==> src/rtl/phaser_seq_pkg.sv <==
// Shared definitions for the phaser reference lock sequencer: state encoding,
// default timing parameters and counter sizing helpers.
package phaser_seq_pkg;

  typedef enum logic [2:0] {
    ST_IDLE      = 3'd0,
    ST_PWRDN     = 3'd1,
    ST_RESET     = 3'd2,
    ST_WAIT_LOCK = 3'd3,
    ST_QUALIFY   = 3'd4,
    ST_READY     = 3'd5,
    ST_FAILED    = 3'd6
  } seq_state_e;

  localparam int DEF_PWRDWN_CYCLES = 8;
  localparam int DEF_RST_CYCLES    = 16;
  localparam int DEF_LOCK_TIMEOUT  = 4096;
  localparam int DEF_STABLE_CYCLES = 64;
  localparam int DEF_MAX_RETRIES   = 3;

  localparam int                 RETRY_W   = 4;
  localparam logic [RETRY_W-1:0] RETRY_SAT = 4'hF;

  function automatic int max_of4(input int a, input int b, input int c, input int d);
    int m;
    m = a;
    if (b > m) m = b;
    if (c > m) m = c;
    if (d > m) m = d;
    return m;
  endfunction

  // Bits needed to hold values 0..max_val inclusive.
  function automatic int cnt_width(input int max_val);
    return (max_val < 2) ? 1 : $clog2(max_val + 1);
  endfunction

endpackage

==> src/rtl/sync_2ff.sv <==
// One-bit two-flop synchronizer with synchronous active-low reset to 0.
module sync_2ff (
  input  logic clk_i,
  input  logic rst_ni,
  input  logic d_i,
  output logic q_o
);

  logic meta_q;
  logic sync_q;

  always_ff @(posedge clk_i) begin
    if (!rst_ni) begin
      meta_q <= 1'b0;
      sync_q <= 1'b0;
    end else begin
      meta_q <= d_i;
      sync_q <= meta_q;
    end
  end

  assign q_o = sync_q;

endmodule

==> src/rtl/phaser_lock_seq.sv <==
// Power-down / reset / lock-qualify sequencer for a phaser reference, with
// bounded retries and a sticky failure flag. All outputs are registered.
module phaser_lock_seq
  import phaser_seq_pkg::*;
#(
  parameter int PWRDWN_CYCLES = DEF_PWRDWN_CYCLES,
  parameter int RST_CYCLES    = DEF_RST_CYCLES,
  parameter int LOCK_TIMEOUT  = DEF_LOCK_TIMEOUT,
  parameter int STABLE_CYCLES = DEF_STABLE_CYCLES,
  parameter int MAX_RETRIES   = DEF_MAX_RETRIES
) (
  input  logic               CLK,
  input  logic               RST_N,
  input  logic               ENABLE,
  input  logic               LOCKED_IN,
  output logic               PWRDWN_OUT,
  output logic               RST_OUT,
  output logic               READY,
  output logic               LOCK_LOST,
  output logic               FAIL,
  output logic [RETRY_W-1:0] RETRY_CNT,
  output seq_state_e         DBG_STATE
);

  localparam int CNT_W = cnt_width(max_of4(PWRDWN_CYCLES, RST_CYCLES,
                                           LOCK_TIMEOUT, STABLE_CYCLES));

  localparam logic [CNT_W-1:0] PWRDN_LAST   = CNT_W'(PWRDWN_CYCLES - 1);
  localparam logic [CNT_W-1:0] RST_LAST     = CNT_W'(RST_CYCLES - 1);
  localparam logic [CNT_W-1:0] TIMEOUT_LAST = CNT_W'(LOCK_TIMEOUT - 1);
  localparam logic [CNT_W-1:0] STABLE_LAST  = CNT_W'(STABLE_CYCLES - 1);

  seq_state_e         state_q, state_d;
  logic [CNT_W-1:0]   cnt_q, cnt_d;
  logic [RETRY_W-1:0] retry_q, retry_d;
  logic               pwrdn_q, pwrdn_d;
  logic               rst_q, rst_d;
  logic               ready_q, ready_d;
  logic               lost_q, lost_d;
  logic               fail_q, fail_d;

  logic               lk;
  logic               attempt_failed;
  logic [RETRY_W-1:0] retry_inc;

  sync_2ff u_lock_sync (
    .clk_i  (CLK),
    .rst_ni (RST_N),
    .d_i    (LOCKED_IN),
    .q_o    (lk)
  );

  assign retry_inc = (retry_q == RETRY_SAT) ? retry_q : retry_q + RETRY_W'(1);

  always_comb begin
    state_d        = state_q;
    retry_d        = retry_q;
    lost_d         = 1'b0;
    attempt_failed = 1'b0;

    case (state_q)
      ST_IDLE:      state_d = ST_PWRDN;
      ST_PWRDN:     if (cnt_q == PWRDN_LAST) state_d = ST_RESET;
      ST_RESET:     if (cnt_q == RST_LAST) state_d = ST_WAIT_LOCK;
      ST_WAIT_LOCK: begin
        if (lk) state_d = ST_QUALIFY;
        else if (cnt_q == TIMEOUT_LAST) attempt_failed = 1'b1;
      end
      ST_QUALIFY: begin
        if (!lk) attempt_failed = 1'b1;
        else if (cnt_q == STABLE_LAST) state_d = ST_READY;
      end
      ST_READY: begin
        if (!lk) begin
          attempt_failed = 1'b1;
          lost_d         = 1'b1;
        end
      end
      ST_FAILED:    state_d = ST_FAILED;
      default:      state_d = ST_IDLE;
    endcase

    // Every failed attempt is charged here so all three failure paths agree.
    if (attempt_failed) begin
      retry_d = retry_inc;
      state_d = (int'(retry_inc) > MAX_RETRIES) ? ST_FAILED : ST_PWRDN;
    end

    // Dropping ENABLE wins over everything and wipes the retry history.
    if (!ENABLE) begin
      state_d = ST_IDLE;
      retry_d = '0;
      lost_d  = 1'b0;
    end

    cnt_d = cnt_q;
    if (state_d != state_q) begin
      cnt_d = '0;
    end else if (state_q inside {ST_PWRDN, ST_RESET, ST_WAIT_LOCK, ST_QUALIFY}) begin
      cnt_d = cnt_q + CNT_W'(1);
    end

    // Outputs are decoded from the next state so they line up with state_q.
    pwrdn_d = (state_d inside {ST_IDLE, ST_PWRDN, ST_FAILED});
    rst_d   = (state_d inside {ST_IDLE, ST_PWRDN, ST_RESET, ST_FAILED});
    ready_d = (state_d == ST_READY);
    fail_d  = (state_d == ST_FAILED);
  end

  always_ff @(posedge CLK) begin
    if (!RST_N) begin
      state_q <= ST_IDLE;
      cnt_q   <= '0;
      retry_q <= '0;
      pwrdn_q <= 1'b1;
      rst_q   <= 1'b1;
      ready_q <= 1'b0;
      lost_q  <= 1'b0;
      fail_q  <= 1'b0;
    end else begin
      state_q <= state_d;
      cnt_q   <= cnt_d;
      retry_q <= retry_d;
      pwrdn_q <= pwrdn_d;
      rst_q   <= rst_d;
      ready_q <= ready_d;
      lost_q  <= lost_d;
      fail_q  <= fail_d;
    end
  end

  assign PWRDWN_OUT = pwrdn_q;
  assign RST_OUT    = rst_q;
  assign READY      = ready_q;
  assign LOCK_LOST  = lost_q;
  assign FAIL       = fail_q;
  assign RETRY_CNT  = retry_q;
  assign DBG_STATE  = state_q;

endmodule

==> config.mk <==
export PLATFORM = sky130hd
export DESIGN_NAME = phaser_lock_seq
export DESIGN_NICKNAME = d
export VERILOG_FILES = /design/src/rtl/phaser_seq_pkg.sv /design/src/rtl/sync_2ff.sv /design/src/rtl/phaser_lock_seq.sv
export SDC_FILE = /design/constraint.sdc
export NUM_CORES = 1
export LEC_CHECK = 0
export BUFFER_PORTS_ARGS = -buffer_cell sky130_fd_sc_hd__buf_4
export CAP_MARGIN = 20
export CORE_MARGIN = 5
export CORE_UTILIZATION = 45
export DETAILED_ROUTE_END_ITERATION = 12
export PLACE_DENSITY_LB_ADDON = 0.15
export SYNTH_ARGS = -nofsm -noshare
export SYNTH_HDL_FRONTEND = slang
export SYNTH_SLANG_ARGS = --single-unit
==> constraint.sdc <==
create_clock -name CLK -period 5.4 [get_ports CLK]
set_input_delay 0.27 -clock CLK [delete_from_list [all_inputs] [get_ports CLK]]
set_output_delay 0.27 -clock CLK [all_outputs]
set_load 0.02 [all_outputs]
==> results of run 1 <==
==> registers in the layout, summed over array words and instances (netlist names) <==
| signal | flops |
|---|---|
| READY | 1 |
| u_lock_sync.q_o | 1 |
| FAIL | 1 |
| RST_OUT | 1 |
| PWRDWN_OUT | 1 |
| LOCK_LOST | 1 |
| DBG_STATE | 3 |
| u_lock_sync.meta_q | 1 |
| cnt_q | 13 |
| RETRY_CNT | 4 |
==> routing by layer <==
| layer | routed length, um | track usage [%] | part of all wire [%] | vias up |
|---|---|---|---|---|
| met5 | 0 | 0 | 0 | - |
| met4 | 34 | 5.74 | 0.97 | 0 |
| met3 | 127 | 1.87 | 3.6 | 4 |
| met2 | 1770 | 25.6 | 50 | 32 |
| met1 | 1580 | 17.9 | 45 | 654 |
| li1 | - | - | - | 705 |
==> Yosys cell counts (2+ instances only) <==
cell      instances
dfxtp_1          27
nand2_1          24
nor2_1           12
nor4_2           10
nor3_1            8
xor2_1            8
nand3_1           7
nor4_1            7
clkbuf_1          6
inv_1             6
o21ai_0           6
and2_1            5
nand4_1           5
xnor2_1           5
a21oi_1           4
a31oi_1           4
or3_1             4
a21o_1            3
and3_1            3
buf_6             3
ha_1              2
mux2i_1           2
nand3b_1          2
o22ai_1           2
or4_1             2
==> critical path, cell delays in order (launching register included) <==
cell      delay, ps
dfxtp_1         460
or4b_4          580
or4_1           540
nand3_1         150
a21boi_2        120
xnor2_2         730
nor4_1          120
==> power breakdown <==
| group | internal, mW | leakage [nW] | switching, mW |
|---|---|---|---|
| Combinational | 0.00813 | 0.466 | 0.0161 |
| Sequential | 0.201 | 0.218 | 0.00287 |
| Clock | 0.0278 | 0.0177 | 0.0583 |
==> cells by family (layout without fill, tap and decap cells) <==
logic type                 Yosys count  in the layout  share of synthesized area [%]
and+or+nand+nor                     98             98                           37.7
AOI/OAI and AO/OA                   29             29                           12.2
DFF                                 27             27                           33.4
buffers and inverters               16             26                           5.18
xor gates and xnor gates            14             14                           8.04
muxes                                3              3                           1.93
adders and majority gates            2              2                           1.55
==> area by class of cell <==
type | count | area [um2] | area share (%)
Clock inverter | 1 | 5.00 | 0.284
Timing Repair Buffer | 16 | 120 | 6.82
Multi-Input combinational cell | 146 | 993 | 56.4
Sequential cell | 27 | 541 | 30.7
Clock buffer | 3 | 22.5 | 1.28
Tap cell | 46 | 57.6 | 3.27
Inverter | 6 | 22.5 | 1.28
==> worst paths after layout <==
kind / endpoint / slack [ps] / startpoint / depth (start not counted)
setup / recovery: cnt_q[6] / 2560 / DBG_STATE[2] / 6
hold / removal: u_lock_sync.meta_q / 150 / LOCKED_IN / 2
setup reg to reg: cnt_q[6] / 2560 / DBG_STATE[2] / 6
hold reg to reg: u_lock_sync.q_o / 450 / u_lock_sync.meta_q / 1
==> summary.md, run 1 <==
| Metric | Value |
|---|---|
| Most common cell after layout, fill and taps aside | dfxtp_1 |
| Vias | ~1400 |
| Die ar. | slightly below 5000 um2 |
| Crit end category | flop |
| Number of global-route vias before repair | 1304 |
| Remaining global-route overflow | 0 |
| DRT Pass-1 Iters | 4 |
| FF+latch count, synth | 27 |
| N_diodes | 0 |
| Worst Tran Pin Value | 890 ps |
| Status | finished, final reports clean |
| Final setup skew | about 6.7 ps |
| Setup WS post-layout | roughly 2600 ps |
| Critical Path Start Type | flop |
| H-tree Lvls | 1 |
| Period utilization | 52.5% |
| Worst skew pair latency | 320 ps |
| CTS tree | done |
| Syn_nets | 195 |
| Setup WS pre-CTS | 2590 ps |
| Clock-pin transition on the worst setup and hold timing paths | 140 ps |
| Fin util | a little over 50% |
| Die Ht | between 60 and 70 um |
| Ys flop type | dfxtp_1 |
| Synthesized area per cell | approximately 8.6 um2 |
| Static Leak | 0.702 nW |
| WP data arrival | between 3000 and 4000 ps |
| Setup violation total in the final timing report | 0 |
| Clock tree buffer depth | 2 |
| WP data required | roughly 5600 ps |
| Vias per cell | approximately 5.7 |
| Unique masters post-synth | 47 |
| Nets@finish | about 200 |
| CTS Hold Bufs | 0 |
| Placed cell area | 1730 um2 |
| Most frequent cells in the layout | 27 x dfxtp_1, 24 x nand2_1, 16 x buf_4, 12 x nor2_1, 10 x nor4_2 |
| Count of final hold-check violations | 0 |
| GP Congestion | 0.877 |
| Fmax | 353 MHz |
| Layout overhead on the synthesized area | 8.89% |
| IO Pins | 16 |
| Largest net degree at the start of global routing | 20 |
| CP max FO | 13 |
| Power per cell area | around 180 nW/um2 |
| Finished Layout Cells | approximately 250 |
| Total core area | between 3000 and 4000 um2 |
| MaxCap Viol Count | 0 |
| Dpl cells | 241 |
| Aggregate global-route resource usage | 14.6% |
| Setup_tns | 0 ps |
| WS Path Type | flop to flop |
| Synth Instances | 189 |
| Rel. slew slack | 40.4% |
| Sequential-to-total area share from yosys stat | 33.4% |
| Post-synth top area share | between 30 and 40% |
| Filler Cells Inserted | between 300 and 400 |
| Final min period | roughly 2800 ps |
| Root Buffer | clkbuf_4 |
| Die X | 70.0 um |
| EDFF count, synth | 0 |
| Synth area leader | dfxtp_1 |
| # clock sinks | 27 |
| Post-CTS setup buffers | 0 |
| Detailed Route WL | approximately 3.5 mm |
| VDD IR-drop max | ~0.1 mV |
| RSZ-0062 raised after global routing | no |
| Most area-consuming cells after synthesis | dfxtp_1 33%, nor4_2 7.7%, nand2_1 5.6%, xor2_1 4.3%, nor2_1 2.8% |
| Cts bufs inserted | 3 |
| Number of remaining DRC errors | 0 |
| Initial DRC Count | 94 |
| Share of cells above drive strength 1 | 20.1% |
| Mapped cell area | 1620 um2 |
| Starting Density | 47.4% |
| Hold/Removal Path Class | input pin to flop |
| Drt wl/cell | about 14 um |
| Hold_ws | between 150 and 200 ps |
| Post-route cell area | 1760 um2 |
| Row count | 21 |
| Initial antenna violation count | 0 |
| Port bufs | 15 |
| Antenna viol nets, final | 0 |
| Power, Total | 314 uW |
| Max-slew violations | 0 |
| Yosys warnings | 0 |
| Post_cts resized | 0 |
| Dpl hpwl | between 2 and 3 mm |
| Post-synth ARST share | 0% |
| Global-route wire length before repair | 5.98 mm |
(Power assumes the default switching activity.)
==> run 2: changes to the inputs <==
==> constraint.sdc (replaced) <==
create_clock -name CLK -period 2.3 [get_ports CLK]
set_input_delay 0.115 -clock CLK [delete_from_list [all_inputs] [get_ports CLK]]
set_output_delay 0.115 -clock CLK [all_outputs]
set_load 0.02 [all_outputs]
==> summary.md, run 2 (synthesized netlist as in run 1, its figures left out) <==
| Metric | Value |
|---|---|
| Number of global-route vias before repair | 1545 (+18%) |
| CTS tree | done |
| Max incr delay on CP | 540 ps (-190 ps) |
| Setup violation total in the final timing report | 13 (+13) |
| Rel. slew slack | 64.9% (+24 points) |
| H-tree Lvls | 1 (unchanged) |
| Period utilization | 105% (+52 points) |
| Most frequent cells in the layout | 46 x buf_4, 25 x dfxtp_1, 24 x nand2_1, 12 x nor2_1 |
| Power, Total | 810 uW (+160%) |
| WS Path Type | flop to flop |
| Most common cell after layout, fill and taps aside | buf_4 |
| N_diodes | 0 (unchanged) |
| Clock power share | 26.2% (-1.2 points) |
| WP data arrival | 2690 ps (-330 ps) |
| Most used cell, CP | buf_4 |
| Internal power | 593 uW (+150%) |
| Die X | 70.0 um (unchanged) |
| Status | finished with violations |
| Die Ht | 70.0 um (unchanged) |
| Die ar. | 4890 um2 (unchanged) |
| WP data required | 2570 ps (-3020 ps) |
| Aggregate global-route resource usage | 18.1% (+3.5 points) |
| P_sw | 216 uW (+180%) |
| Worst skew pair latency | 340 ps (+20 ps) |
| Worst Tran Pin Value | 522 ps (-367 ps) |
| Port bufs | 15 (unchanged) |
| Global-route wire length before repair | 7.30 mm (+22%) |
| Critical Path Start Type | flop |
| CP max FO | 4 (-9) |
| Nets@finish | 245 (+19%) |
| Cts bufs inserted | 3 (unchanged) |
| Dpl cells | 266 (+10%) |
| Count of final hold-check violations | 0 (unchanged) |
| Dpl hpwl | 2.84 mm (+11%) |
| Finished Layout Cells | 284 (+16%) |
| Largest net degree at the start of global routing | 20 (unchanged) |
| GP Congestion | 0.910 (+3.8%) |
| Combinational share of power | 15.3% (+7.6 points) |
| Detailed Route WL | 4.81 mm (+37%) |
| Remaining global-route overflow | 0 (unchanged) |
| Failing checks | setup timing |
| Power per cell area | 347 nW/um2 (+95%) |
| Max reg flops | 13 (unchanged) |
| Max-slew violations | 0 (unchanged) |
| Layout overhead on the synthesized area | 44.0% |
| Clock-pin transition on the worst setup and hold timing paths | 150 ps (about the same) |
| Fraction of power consumed by sequential logic | 58.5% (-6.4 points) |
| Setup WS pre-CTS | -303 ps (-2890 ps) |
| MaxCap Viol Count | 0 (unchanged) |
| Slowest CP cell | or4b_4 |
| Hold/Removal Path Class | input pin to flop |
| Initial antenna violation count | 0 (unchanged) |
| Setup WS post-layout | -112 ps (-2680 ps) |
| Number of remaining DRC errors | 0 (unchanged) |
| Setup_tns | -888 ps (-888 ps) |
| Clock tree buffer depth | 2 (unchanged) |
| Largest reg by FF count | cnt_q |
| Static Leak | 0.937 nW (+34%) |
| Antenna viol nets, final | 0 (unchanged) |
| RSZ-0062 raised after global routing | yes |
| Initial DRC Count | 139 (+48%) |
| Crit end category | flop |
| Starting Density | 47.4% (unchanged) |
| Vias | 1634 (+17%) |
| Vias per cell | 5.75 (+1.0%) |
| Net Sw Frac | 26.7% (+2.1 points) |
| DRT Pass-1 Iters | 4 (unchanged) |
| Row count | 21 (unchanged) |
| VDD IR-drop max | 0.193 mV (+94%) |
| Share of cells above drive strength 1 | 39.5% (+19 points) |
| Fmax | 415 MHz (+18%) |
| Final min period | 2410 ps (-423 ps) |
| # clock sinks | 27 (unchanged) |
| Total core area | 3420 um2 (unchanged) |
| Drt wl/cell | 16.9 um (+18%) |
| Final setup skew | 14.1 ps (+7.48 ps) |
| Root Buffer | clkbuf_4 |
| IO Pins | 16 (unchanged) |
| Critical-path cell list | or4b_4, buf_6, nor4_4, buf_4, o2111ai_4, mux2i_2, buf_4, buf_12, o21ai_4, buf_4, nor4_2 |
-- run 2: changes by cell type in the layout (fill, tap and decap cells not counted), moves of 3 or more --
cell	before	now
nor4_2	10	7
buf_12	0	4
buf_4	16	46
nor4_1	7	4
nor4_4	1	7
-- run 2: critical path, delay by kind of cell (launching register included) --
family	cells	cell delay [ps]
buf+inv	5	740
mux	1	180
flops	1	350
simple gates	3	910
compound gates	2	170
-- run 2: cell type report --
type | instances | area [um2]
multi-input combinational | 147 | 1190
fill | 259 | 1090
sequential | 27 | 543
timing repair buffer | 54 | 490
tap | 46 | 57.6
clock buffer | 3 | 22.5
inverter | 6 | 22.5
clock inverter | 1 | 5.00
-- run 2: worst paths after layout --
check,start,to,slack [ps],cells past startpoint
setup reg to reg,u_lock_sync.q_o,cnt_q[1],-110,11
setup / recovery,u_lock_sync.q_o,cnt_q[1],-110,11
hold / removal,RST_N,cnt_q[2],110,3
hold reg to reg,u_lock_sync.meta_q,u_lock_sync.q_o,450,1
-- run 2: metrics by stage --
stage               hold slack, ps  area, um2  utilization (%)
floorplan                      242       1620                -
global placement               325       1930             56.6
detailed placement             328       1930             56.6
CTS                            100       2230             65.3
global route                   117       2330             68.2
finish                         109       2330             68.2
-- run 2: power by group through the flow --
stage	Clock [mW]	Sequential (mW)	Combinational [mW]
floorplan	0	0.485	0.0466
global placement	0	0.483	0.0695
detailed placement	0	0.483	0.0707
CTS	0.217	0.473	0.108
global route	0.234	0.474	0.131
finish	0.212	0.473	0.124
-- run 2: layer usage --
layer	vias to the layer above	global-route usage, %	part of all wire [%]
met5	-	0	0
met4	0	7.66	1.8
met3	11	3.01	4.5
met2	45	30.5	51
met1	786	22.7	43
li1	792	-	-
-- run 2: repair_timing --
item,CTS,global route
hold endpoints to repair,1,0
cloned,2,0
setup buffers,9,2
pin swaps,21,3
endpoints found under the setup margin,13,18
hold buffers,1,0
resized for setup,17,16
